## config.mk

```make
export PLATFORM = sky130hd
export DESIGN_NAME = pipe_skid_reg
export DESIGN_NICKNAME = d
export VERILOG_FILES = /design/src/rtl/pipe_skid_reg.sv
export SDC_FILE = /design/constraint.sdc
export NUM_CORES = 1
export LEC_CHECK = 0
export CORE_AREA = 10 10 87 89
export DETAILED_ROUTE_END_ITERATION = 10
export DIE_AREA = 0 0 97 99
export MAX_ROUTING_LAYER = met4
export PLACE_DENSITY_LB_ADDON = 0.2
export SLEW_MARGIN = 30
export SYNTH_ARGS = -nofsm -noshare
export SYNTH_HDL_FRONTEND = slang
export SYNTH_SLANG_ARGS = --single-unit
```

## constraint.sdc

```tcl
create_clock -name clk -period 3.3 [get_ports clk]
set_input_delay 0.66 -clock clk [delete_from_list [all_inputs] [get_ports clk]]
set_output_delay 0.66 -clock clk [all_outputs]
set_load 0.005 [all_outputs]
```

## src/rtl/pipe_skid_reg.sv

```systemverilog
// Two-entry elastic pipeline register: head register "main" feeds the consumer,
// "skid" absorbs the one entry that can arrive while the consumer stalls.
module pipe_skid_reg #(
  parameter int unsigned N = 32
) (
  input  logic         clk,
  input  logic         rst,
  input  logic         flush,
  input  logic         in_valid,
  output logic         in_ready,
  input  logic [N-1:0] in_data,
  output logic         out_valid,
  input  logic         out_ready,
  output logic [N-1:0] out_data,
  output logic [1:0]   occupancy
);

  localparam int unsigned SW = 2;

  localparam logic [SW-1:0] EMPTY = 2'd0;
  localparam logic [SW-1:0] BUSY  = 2'd1;
  localparam logic [SW-1:0] FULL  = 2'd2;

  logic [SW-1:0] state;
  logic [SW-1:0] state_nxt;
  logic [N-1:0]  main;
  logic [N-1:0]  skid;
  logic          push;
  logic          pop;
  logic          load_main;
  logic          main_from_skid;
  logic          load_skid;

  // Handshakes use the registered ready/valid only, so no comb path crosses the block.
  assign push = in_valid & in_ready;
  assign pop  = out_valid & out_ready;

  // State register
  always_ff @(posedge clk or negedge rst) begin
    if (!rst) begin
      state     <= EMPTY;
      in_ready  <= 1'b1;
      out_valid <= 1'b0;
    end else begin
      state     <= state_nxt;
      in_ready  <= (state_nxt != FULL);
      out_valid <= (state_nxt != EMPTY);
    end
  end

  // Next-state and data-load decode
  always_comb begin
    state_nxt      = state;
    load_main      = 1'b0;
    main_from_skid = 1'b0;
    load_skid      = 1'b0;
    case (state)
      EMPTY: begin
        if (push) begin
          load_main = 1'b1;
          state_nxt = BUSY;
        end
      end
      BUSY: begin
        if (push && pop) begin
          load_main = 1'b1;
        end else if (push) begin
          load_skid = 1'b1;
          state_nxt = FULL;
        end else if (pop) begin
          state_nxt = EMPTY;
        end
      end
      FULL: begin
        if (pop) begin
          load_main      = 1'b1;
          main_from_skid = 1'b1;
          state_nxt      = BUSY;
        end
      end
      default: state_nxt = EMPTY;
    endcase
    // Squash empties the buffer but leaves the stale payloads in place.
    if (flush) begin
      state_nxt      = EMPTY;
      load_main      = 1'b0;
      main_from_skid = 1'b0;
      load_skid      = 1'b0;
    end
  end

  // Payload registers
  always_ff @(posedge clk or negedge rst) begin
    if (!rst) begin
      main <= '0;
      skid <= '0;
    end else begin
      if (load_main) main <= main_from_skid ? skid : in_data;
      if (load_skid) skid <= in_data;
    end
  end

  assign out_data  = main;
  assign occupancy = state;

endmodule
```

==> flow_metrics.tcl <==
set metrics [dict create \
    worst_setup_path_start_kind "primary input" \
    firstDrtPassIters 4 \
    setup_tns_ps 0 \
    place.gp.congestion 0.7100 \
    rr_startpoint "occupancy[0]" \
    skew_ps 7.676 \
    end_kind "flip-flop" \
    finalCriticalPeriod_ps 2319 \
    power.leakage_nw 1.676 \
    netSwitchingFraction_pct 25.48 \
    crit_fanout 32 \
    portBuffers 72 \
    synth_edf_count 0 \
    drc 0 \
    clk_pin_slew_ps 70 \
    whs_ps 391.1 \
    worst-setup-path-type "in -> reg" \
    first_iter_violations 27 \
    post_drt_wl_per_cell_microns 17.70 \
    vias 1806 \
    synth_top_area_share_pct 55.14 \
    ys_ff_latch 68 \
    synth_area_leaders "dfrtp_1 (55%), mux2_2 (35%), buf_6 (2.2%)" \
    insertion_delay_ps 340 \
    numCtsBuffers 9 \
    min_period_over_period_pct 70.26 \
    r2r_cells 5 \
    grt_max_degree 37 \
    crit_buf_inv 2 \
    max_freq_ghz 0.4313 \
    final_antenna_net_count 0 \
    cp_top_family "buffers and inverters" \
    crit_chain "clkdlybuf4s50_1 -> nand2_1 -> nor3_4 -> buf_4 -> mux2_2 -> mux2_2" \
    p_sw_mw 0.6998 \
    row_count 28 \
    synthCells 193 \
    dieArea_sq_um 9603 \
    area_growth_pct 32.59 \
    yosysSeqAreaShare_pct 56.01 \
    fillers 428 \
    cts_setup_buffers 0 \
    synthesis.nets 230 \
    power_frac_seq_pct 47.5 \
    overflow 0 \
    syn_avg_cell_area_sq_um 15.75 \
    synth_cell_types 18 \
    p_int_mw 2.047 \
    vias_per_cell 5.145 \
    tightest_slew_ps 770.8 \
    h-tree-depth 3 \
    hold_path.class "in -> async" \
    routed_wl_microns 6212 \
    setup_violations 0 \
    slew_violations 0 \
    grt_usage_pct 13.58 \
    fin_nets 308 \
    async_reset_ff_share_pct 100.0 \
    dpl.hpwl_microns 4221 \
    start_util_pct 51.97 \
    grt_pass1_wl_microns 10150 \
    ctsResizeCount 0 \
    antenna_found_initial 0 \
    r2r_slack_ps 1370 \
    tritoncts "built" \
    hold_viol_final 0 \
    vdd_drop_max_mv 0.3454 \
    cap_violations 0 \
    critPathArrivalTime_ps 2550 \
    crit_required_ps 3530 \
    core_area_sq_um 5851 \
    timing.slew.headroom_pct 48.61 \
    setup_ws_ps 981.3 \
    clkPwrFrac_pct 25.0 \
    dp_slack_ps 585.9 \
    synth_top_area_cell "dfrtp_1" \
    hold_buffers 0 \
    dieWidth_microns 97 \
    root_buffer "clkbuf_8" \
    synth_area_sq_um 3040 \
    drive_above_1_share_pct 44.57 \
    clockBufferDepth 2 \
    status "completed" \
    cpMaxStageDelayCell "clkdlybuf4s50_1" \
    crit_top_cell "mux2_2" \
    antenna-diode-count 0 \
    io_pins 73 \
    power_density_nw_per_um2 681.4 \
    synthFlopType "dfrtp_1" \
    combPwrFrac_pct 27.5 \
    cpPeakStageDelay_ps 500 \
    fp.dieH_microns 99 \
    grt_pass1_vias 2009 \
    synth_warnings 0 \
    rsz0062_at_grt "false" \
    worstReg2RegEnd "out_data[12]" \
    cts.sinks 68 \
]
[worst max-delay path by stage]
stage | from | endpoint | slack [ps] | cells past startpoint
floorplan | out_ready | out_data[21] | 1400 | 5
global placement | out_ready | out_data[8] | 610 | 5
detailed placement | in_valid | out_data[13] | 590 | 5
CTS | in_valid | out_data[6] | 950 | 5
global route | out_ready | out_data[13] | 930 | 6
finish | out_ready | out_data[12] | 980 | 6
[layout make-up]
cell class / count / area (sq um) / share of cell area [%]
multi-input combinational: 114 / 1247 / 30.94
inverter: 2 / 7.507 / 0.1862
clock inverter: 6 / 63.81 / 1.583
clock buffer: 10 / 137.6 / 3.414
sequential: 68 / 1703 / 42.24
timing repair buffer: 76 / 778.2 / 19.30
tap: 75 / 93.84 / 2.328
[Yosys cell counts, types with 2 or more instances]
cell	count
mux2_2	94
dfrtp_1	67
buf_6	6
nand2_1	4
buf_4	3
mux2_1	3
a21oi_1	2
inv_1	2
nor2_1	2
nor3_4	2
[flip-flops by register name, summed over array words and instances, names as in the netlist]
signal     flops
out_valid      1
out_data      32
occupancy      2
skid          32
in_ready       1
[power groups by stage]
stage          Sequential (mW)  Combinational, mW  Clock (mW)
2_1_floorplan             1.29              0.357           0
3_3_place_gp              1.31              0.736           0
3_5_place_dp              1.32              0.762           0
4_1_cts                   1.31              0.766       0.704
5_1_grt                   1.35              0.814       0.752
6_report                  1.31              0.754       0.688
[per-layer routing]
| metal | vias to the layer above | part of all wire (%) | wire length [microns] | GRT usage [%] |
|---|---|---|---|---|
| li1 | 848 | - | - | - |
| met1 | 892 | 47 | 2891 | 16.12 |
| met2 | 53 | 47 | 2917 | 20.68 |
| met3 | 13 | 4.7 | 291 | 3.701 |
| met4 | 0 | 1.8 | 112 | 7.151 |
| met5 | - | 0 | 0 | - |
[kinds of logic (layout without fill, tap and decap cells)]
family | count (synthesis) | in the layout | share of synthesized area [%]
simple gates | 10 | 10 | 2.922
mux | 98 | 98 | 36.26
buf+inv | 11 | 94 | 3.210
compound gates | 6 | 6 | 1.605
flops | 68 | 68 | 56.01
[per-stage QoR]
stage	instance area, sq um	util (%)	cells	power, mW
after detailed placement	3802	64.99	334	2.081
after global placement	3802	64.99	334	2.041
after global routing	4031	68.91	351	2.913
final	4031	68.91	351	2.747
after floorplan	3040	-	193	1.651
after CTS	4004	68.43	350	2.777
[cells in the final DEF (no fill, tap or decap), types with 2 or more instances in the layout]
cell and count:
dfrtp_1 67, nor2_1 2, nand2_1 4, inv_1 2, mux2_2 94, clkdlybuf4s50_1 71, clkinv_2 2, clkinvlp_4 2
a21oi_1 2, clkbuf_8 10, mux2_1 3, buf_4 2, nor3_4 2
Note: power is estimated with default switching activity, not from simulation.
